--- src/rtl/uart_csr_pkg.sv ---
// Shared constants and types for the UART APB control/status slave.
// Register offsets, CTRL bit positions, FSM state encoding and byte-lane merge helper.
package uart_csr_pkg;

  localparam logic [7:0] OFF_DATA     = 8'h00;
  localparam logic [7:0] OFF_BAUD     = 8'h04;
  localparam logic [7:0] OFF_CTRL     = 8'h08;
  localparam logic [7:0] OFF_INT_EN   = 8'h0C;
  localparam logic [7:0] OFF_INT_STAT = 8'h10;
  localparam logic [7:0] OFF_THR      = 8'h14;
  localparam logic [7:0] OFF_STATUS   = 8'h18;

  localparam int CTRL_EN       = 0;
  localparam int CTRL_PAR_EN   = 1;
  localparam int CTRL_PAR_ODD  = 2;
  localparam int CTRL_BLOCK    = 3;

  typedef enum logic [1:0] {ST_IDLE, ST_ACCESS, ST_STALL, ST_DONE} csr_state_e;

  typedef struct packed {
    logic        wr;
    logic [7:0]  off;
    logic [31:0] wdata;
    logic [3:0]  strb;
  } csr_req_t;

  function automatic logic [31:0] strb_merge(input logic [31:0] old,
                                             input logic [31:0] wdata,
                                             input logic [3:0]  strb);
    logic [31:0] r;
    for (int b = 0; b < 4; b++)
      r[8*b +: 8] = strb[b] ? wdata[8*b +: 8] : old[8*b +: 8];
    return r;
  endfunction

endpackage

--- src/rtl/uart_int_ctrl.sv ---
// Interrupt status: rising-edge capture of raw sources into sticky W1C bits,
// and a registered irq from the enabled pending bits.
module uart_int_ctrl #(
  parameter int NUM_INT = 5
) (
  input  logic               clk,
  input  logic               rst,
  input  logic [NUM_INT-1:0] int_src,
  input  logic [NUM_INT-1:0] int_en,
  input  logic [NUM_INT-1:0] clr,
  output logic [NUM_INT-1:0] stat,
  output logic               irq
);

  logic [NUM_INT-1:0] src_q;
  logic [NUM_INT-1:0] rise;

  assign rise = int_src & ~src_q;

  always_ff @(posedge clk) begin
    if (rst) begin
      src_q <= '0;
      stat  <= '0;
      irq   <= 1'b0;
    end else begin
      src_q <= int_src;
      // a new edge in the same cycle as a clear keeps the bit set
      stat  <= (stat & ~clr) | rise;
      irq   <= |(stat & int_en);
    end
  end

endmodule

--- src/rtl/apb_uart_csr.sv ---
// APB3 control/status slave for the UART: register file, FIFO push/pop strobes,
// wait-state backpressure with timeout, and error responses.
module apb_uart_csr
  import uart_csr_pkg::*;
#(
  parameter int          DATA_W    = 8,
  parameter int          BAUD_W    = 16,
  parameter int          BAUD_RST  = 977,
  parameter int          THR_W     = 4,
  parameter int          NUM_INT   = 5,
  parameter logic [31:0] BASE_ADDR = 32'h0000_0100,
  parameter int          TIMEOUT   = 16,
  parameter int          PRIV_ONLY = 0
) (
  input  logic               pclk,
  input  logic               preset,
  input  logic               psel,
  input  logic               penable,
  input  logic               pwrite,
  input  logic [31:0]        paddr,
  input  logic [31:0]        pwdata,
  input  logic [3:0]         pstrb,
  input  logic [2:0]         pprot,
  output logic               pready,
  output logic               pslverr,
  output logic [31:0]        prdata,
  input  logic               tx_full,
  input  logic               rx_empty,
  input  logic [DATA_W-1:0]  rx_data,
  input  logic [THR_W-1:0]   rx_level,
  input  logic [THR_W-1:0]   tx_level,
  input  logic [NUM_INT-1:0] int_src,
  output logic               tx_push,
  output logic [DATA_W-1:0]  tx_data,
  output logic               rx_pop,
  output logic [BAUD_W-1:0]  baud_div,
  output logic               uart_en,
  output logic               parity_en,
  output logic               parity_odd,
  output logic [THR_W-1:0]   tx_thr_val,
  output logic [THR_W-1:0]   rx_thr_val,
  output logic               irq
);

  localparam int CNT_W = $clog2(TIMEOUT + 1);

  csr_state_e         state_q, state_d;
  logic [CNT_W-1:0]   cnt_q, cnt_d;
  logic               err_q, err_d;
  csr_req_t           req;
  logic               acc_err, is_data, blocked;
  logic               done_ok, wr_ok, rd_ok;
  logic [BAUD_W-1:0]  baud_q;
  logic [3:0]         ctrl_q;
  logic [NUM_INT-1:0] int_en_q, int_stat, w1c;
  logic [2*THR_W-1:0] thr_q;
  logic [DATA_W-1:0]  tx_data_q;
  logic [31:0]        m_baud, m_ctrl, m_en, m_thr, m_clr, rd_val;
  logic               unused_prot;

  assign unused_prot = &{1'b0, pprot[2:1]};

  assign req = '{wr: pwrite, off: paddr[7:0], wdata: pwdata, strb: pstrb};

  assign is_data = (req.off == OFF_DATA);
  assign blocked = is_data && (req.wr ? tx_full : rx_empty);
  assign acc_err = (paddr[1:0] != 2'b00)
                || (paddr[31:8] != BASE_ADDR[31:8])
                || (req.off > OFF_STATUS)
                || (req.wr && req.off == OFF_STATUS)
                || (req.wr && req.strb == 4'h0)
                || ((PRIV_ONLY != 0) && !pprot[0]);

  always_ff @(posedge pclk) begin
    if (preset) begin
      state_q <= ST_IDLE;
      cnt_q   <= '0;
      err_q   <= 1'b0;
    end else begin
      state_q <= state_d;
      cnt_q   <= cnt_d;
      err_q   <= err_d;
    end
  end

  always_comb begin
    state_d = state_q;
    cnt_d   = cnt_q;
    err_d   = err_q;
    unique case (state_q)
      ST_IDLE: begin
        cnt_d = '0;
        err_d = 1'b0;
        if (psel && !penable) state_d = ST_ACCESS;
      end
      ST_ACCESS: begin
        if (!(psel && penable)) state_d = ST_IDLE;
        else if (acc_err) begin
          state_d = ST_DONE;
          err_d   = 1'b1;
        end else if (blocked && ctrl_q[CTRL_BLOCK]) state_d = ST_STALL;
        else begin
          // non-blocking mode turns a full/empty FIFO into an error
          state_d = ST_DONE;
          err_d   = blocked;
        end
      end
      ST_STALL: begin
        if (!psel) state_d = ST_IDLE;
        else if (!blocked) begin
          state_d = ST_DONE;
          err_d   = 1'b0;
        end else if (cnt_q == CNT_W'(TIMEOUT - 1)) begin
          state_d = ST_DONE;
          err_d   = 1'b1;
        end else cnt_d = cnt_q + 1'b1;
      end
      ST_DONE: state_d = ST_IDLE;
      default: state_d = ST_IDLE;
    endcase
  end

  // side effects only when the master still holds psel in the completing cycle
  assign done_ok = (state_q == ST_DONE) && !err_q && psel;
  assign wr_ok   = done_ok && req.wr;
  assign rd_ok   = done_ok && !req.wr;

  assign pready  = (state_q == ST_DONE);
  assign pslverr = (state_q == ST_DONE) && err_q;
  assign tx_push = wr_ok && is_data;
  assign rx_pop  = rd_ok && is_data;

  always_comb begin
    m_baud = strb_merge(32'(baud_q), req.wdata, req.strb);
    m_ctrl = strb_merge(32'(ctrl_q), req.wdata, req.strb);
    m_en   = strb_merge(32'(int_en_q), req.wdata, req.strb);
    m_thr  = strb_merge(32'(thr_q), req.wdata, req.strb);
    m_clr  = strb_merge(32'h0, req.wdata, req.strb);
  end

  assign w1c = (wr_ok && req.off == OFF_INT_STAT) ? m_clr[NUM_INT-1:0] : '0;

  always_ff @(posedge pclk) begin
    if (preset) begin
      baud_q    <= BAUD_W'(BAUD_RST);
      ctrl_q    <= '0;
      int_en_q  <= '0;
      thr_q     <= '0;
      tx_data_q <= '0;
    end else begin
      if (state_q == ST_ACCESS && psel && req.wr && is_data)
        tx_data_q <= req.wdata[DATA_W-1:0];
      if (wr_ok) begin
        case (req.off)
          OFF_BAUD:   baud_q   <= m_baud[BAUD_W-1:0];
          OFF_CTRL:   ctrl_q   <= m_ctrl[3:0];
          OFF_INT_EN: int_en_q <= m_en[NUM_INT-1:0];
          OFF_THR:    thr_q    <= m_thr[2*THR_W-1:0];
          default: ;
        endcase
      end
    end
  end

  always_comb begin
    rd_val = '0;
    case (req.off)
      OFF_DATA:     rd_val[DATA_W-1:0]    = rx_data;
      OFF_BAUD:     rd_val[BAUD_W-1:0]    = baud_q;
      OFF_CTRL:     rd_val[3:0]           = ctrl_q;
      OFF_INT_EN:   rd_val[NUM_INT-1:0]   = int_en_q;
      OFF_INT_STAT: rd_val[NUM_INT-1:0]   = int_stat;
      OFF_THR:      rd_val[2*THR_W-1:0]   = thr_q;
      OFF_STATUS:   rd_val[2*THR_W+1:0]   = {tx_level, rx_level, tx_full, rx_empty};
      default: ;
    endcase
  end

  assign prdata = rd_ok ? rd_val : '0;

  uart_int_ctrl #(.NUM_INT(NUM_INT)) u_int (
    .clk     (pclk),
    .rst     (preset),
    .int_src (int_src),
    .int_en  (int_en_q),
    .clr     (w1c),
    .stat    (int_stat),
    .irq     (irq)
  );

  assign baud_div   = baud_q;
  assign uart_en    = ctrl_q[CTRL_EN];
  assign parity_en  = ctrl_q[CTRL_PAR_EN];
  assign parity_odd = ctrl_q[CTRL_PAR_ODD];
  assign tx_thr_val = thr_q[THR_W-1:0];
  assign rx_thr_val = thr_q[2*THR_W-1:THR_W];
  assign tx_data    = tx_data_q;

endmodule

--- config.mk ---
export PLATFORM = sky130hd
export DESIGN_NAME = apb_uart_csr
export DESIGN_NICKNAME = d
export VERILOG_FILES = /design/src/rtl/uart_csr_pkg.sv /design/src/rtl/uart_int_ctrl.sv /design/src/rtl/apb_uart_csr.sv
export SDC_FILE = /design/constraint.sdc
export NUM_CORES = 1
export LEC_CHECK = 0
export ABC_AREA = 1
export ABC_CLOCK_PERIOD_IN_PS = 2500
export CAP_MARGIN = 10
export CORE_MARGIN = 2
export CORE_UTILIZATION = 30
export DETAILED_ROUTE_END_ITERATION = 10
export PLACE_DENSITY_LB_ADDON = 0.2
export SYNTH_ARGS = -nofsm -noshare
export SYNTH_HDL_FRONTEND = slang
export SYNTH_HIERARCHICAL = 1
export SYNTH_SLANG_ARGS = --single-unit
export TNS_END_PERCENT = 30
--- constraint.sdc ---
create_clock -name pclk -period 2.5 [get_ports pclk]
set_clock_uncertainty 0.1 [all_clocks]
set_input_delay 0.75 -clock pclk [delete_from_list [all_inputs] [get_ports pclk]]
set_output_delay 0.75 -clock pclk [all_outputs]
set_load 0.05 [all_outputs]
==> out/results.ini, run 1 <==
[outcome]
outcome=finished, violations left
failed_checks=setup timing

[cells_and_area]
nNetsFinal=817
fin_cells=860
antenna_cells=0
nFillCells=1101
syn_to_final_growth_pct=75.29
drive_above_1_share_pct=25.10
postLayoutCoreUtil_pct=53.86

[hold_path]
min_to=u_int/stat[4]$_SDFF_PP0_
hp-class=flop to flop
hold_path_depth=1
min_from=u_int/src_q[4]$_SDFF_PP0_

[cts]
numCtsBuffers=9
clkLatencyLatePin_ps=330
htree_levels=3
root_buffer=clkbuf_16
cts_tree=done
cts-hold-fix-buffers=0
cts_sinks=60
clockBufferDepth=2
cts.clk_slew.worst_paths_ps=60

[yosys]
yosys.area_share.simple_pct=32.42
synth_top_cell_by_area=dfxtp_1
synth_common_cells=nand2_1 (116), nor2_1 (82), inv_1 (69)
netlist_top_cells_area=dfxtp_1 (34%), nand2_1 (12%), nor2_1 (8.8%)
synth_top_family_by_area=simple AND/OR/NAND/NOR gates
synthAdderAreaFrac_pct=2.140
ys.flop_type=dfxtp_1
synth-compound-area-share_pct=17.08
netlist_instances=521
yosysMostFrequentCell=nand2_1
synth-seq-area-share_pct=34.24
synth_area_mm2=0.003508
synthMuxAreaShare_pct=0
synth_seq_cells=60
synth_cell_types=41
synth_warnings=6
synth_top_area_share_pct=34.24
syn_area_per_cell_um2=6.734
synth_xor_area_share_pct=0.2496
synth_edf_count=0
synthArstFlopShare_pct=0

[die]
boundaryPins=171
die_h_um=112.1
die-width_um=112.1
die_area_mm2=0.01258
rows=39
initial_core_util_pct=30.73
coreArea_mm2=0.01142

[critical_path]
slowest_stage=nor3_4
crit_family=simple AND/OR/NAND/NOR gates
critPathRequiredTime_ps=1650
critPathBufInv=3
cp_cell_sequence=buf_6 -> clkinvlp_4 -> nor3_4 -> nand2_2 -> nand4_1 -> nand2_4 -> a41oi_4 -> buf_12
critPathMaxStageDelay_ps=260
r2r_cells=12
rr_startpoint=state_q[0]$_SDFFE_PP0P_
path_max_fanout=3
worstSetupPathType=input pin to primary output
cp.arrival_ps=2050
critPathLaunchType=input pin
ff2ff_setup_slack_ps=520
worstSetupEndpointType=primary output
rr_endpoint=thr_q[5]$_SDFFE_PP0P_

[timing]
fin_ws_ps=-404.4
hold_violations=0
whs_ps=308.0
period_share_pct=116.2
worst_pin_slew_ps=533.7
rsz0062_at_grt=true
slew-limit-headroom_pct=64.31
setup_viol=18
finalCriticalPeriod_ps=2904
fmax_ghz=0.3443
finalMaxSlewViolations=0

[power_and_ir_drop]
power.leakage_nw=2.686
power_mw=2.855
peakVddDrop_mv=0.3440
power_per_cell_area_mw_per_mm2=464.2

[placement]
place_congestion=0.8181
placed_cells=835
io_buffer_count=135
place_hpwl_um=9241

[global_route]
use_met1_pct=22.69
grt_pass1_wl_um=18570
first_global_vias=3810
grt_max_degree=46
grt_overflow=0
grt_usage_pct=18.19
grtUsageMet3_pct=5.238
grt_busiest_layer=met2
antenna_found_initial=0
met2_usage_pct=30.32

[routing]
antenna_violating_nets_post_route=0
wl_per_cell_um=13.79
routed_wl_um=11860
drtIter0Drc=213
drc=0
first_pass_iters=5
num_vias=3924
via_per_inst=4.563

[job]
cap_violations=0

## stage by stage
step	setup WS [ps]	instance area [µm²]	setup TNS, ps
final	-404.4	6150	-5219
after global routing	-481.3	6150	-6657
after CTS	-441.5	6081	-5695
after detailed placement	-904.8	5633	-21670
after global placement	-870.0	5633	-20220
after floorplan	-324.5	3762	-4655
## state kept, by name, summed over array words and instances, names as in the netlist
| signal | cells |
|---|---|
| thr_q | 8 |
| int_en_q | 5 |
| u_int/stat | 5 |
| cnt_q | 5 |
| state_q | 2 |
| tx_data | 8 |
| u_int/irq | 1 |
| ctrl_q | 4 |
| err_q | 1 |
| baud_div | 16 |
| u_int/src_q | 5 |
## cells in the final DEF, fill, tap and decap left out, drive strengths merged, types with 2 or more instances in the layout
master / instances
a21oi: 44
a31oi: 2
a41oi: 3
buf: 82
clkbuf: 9
clkdlybuf4s50: 105
clkinv: 7
conb: 16
dfxtp: 60
ha: 6
inv: 76
nand2: 119
nand3: 20
nand3b: 4
nand4: 7
nor2: 90
nor3: 5
o211ai: 2
o21ai: 45
o31ai: 4
## power by group
group | internal (mW) | leakage [nW] | switching, mW
Clock | 0.776 | 0.150 | 0.477
Sequential | 0.988 | 0.487 | 0.0250
Combinational | 0.258 | 2.05 | 0.331
Total | 2.02 | 2.69 | 0.833
## logic make-up (layout without fill, tap and decap cells)
kind of cell    after synthesis  after routing
compound gates              105            105
xor+xnor                      1              1
other cells                   1             16
buf+inv                     102            283
flops                        60             60
simple gates                246            246
fa+ha+maj                     6              6
## cell type report
cell class / count / area, µm² / share of cell area (%)
Tap cell: 143 / 178.9 / 2.909
Clock buffer: 9 / 225.2 / 3.662
Timing Repair Buffer: 189 / 1969 / 32.02
Inverter: 78 / 315.3 / 5.127
Clock inverter: 7 / 75.07 / 1.221
Sequential cell: 60 / 1201 / 19.53
Multi-Input combinational cell: 374 / 2185 / 35.52
## worst max path at each step
stage                   from        end  slack (ps)  cells past startpoint
floorplan           paddr[0]  prdata[5]        -320                      8
global placement    paddr[2]  prdata[2]        -870                      9
detailed placement  paddr[0]  prdata[1]        -900                     11
CTS                 paddr[1]  prdata[5]        -440                      9
global route        paddr[5]  prdata[0]        -480                     11
finish              paddr[2]  prdata[5]        -400                      8
## what timing repair did
| item | 4_1_cts | 5_1_grt |
|---|---|---|
| setup buffers | 8 | 2 |
| pin swaps | 14 | 16 |
| setup endpoints to repair | 18 | 19 |
| resized for setup | 74 | 17 |
| gates cloned | 0 | 0 |
## metal layers
metal,up-vias,wire length (µm),share of wire (%)
met5,-,0,0
met3,14,1002,8.4
li1,2017,-,-
met1,1743,5188,44
met4,0,176,1.5
met2,150,5496,46
Power figures use the tool's default switching activity.
==> run 2: changes to the inputs <==
GPL_ROUTABILITY_DRIVEN = 1   (was not set)
==> results of run 2 <==
Same layout as run 1: the final DEF is identical, and so are final timing and power.
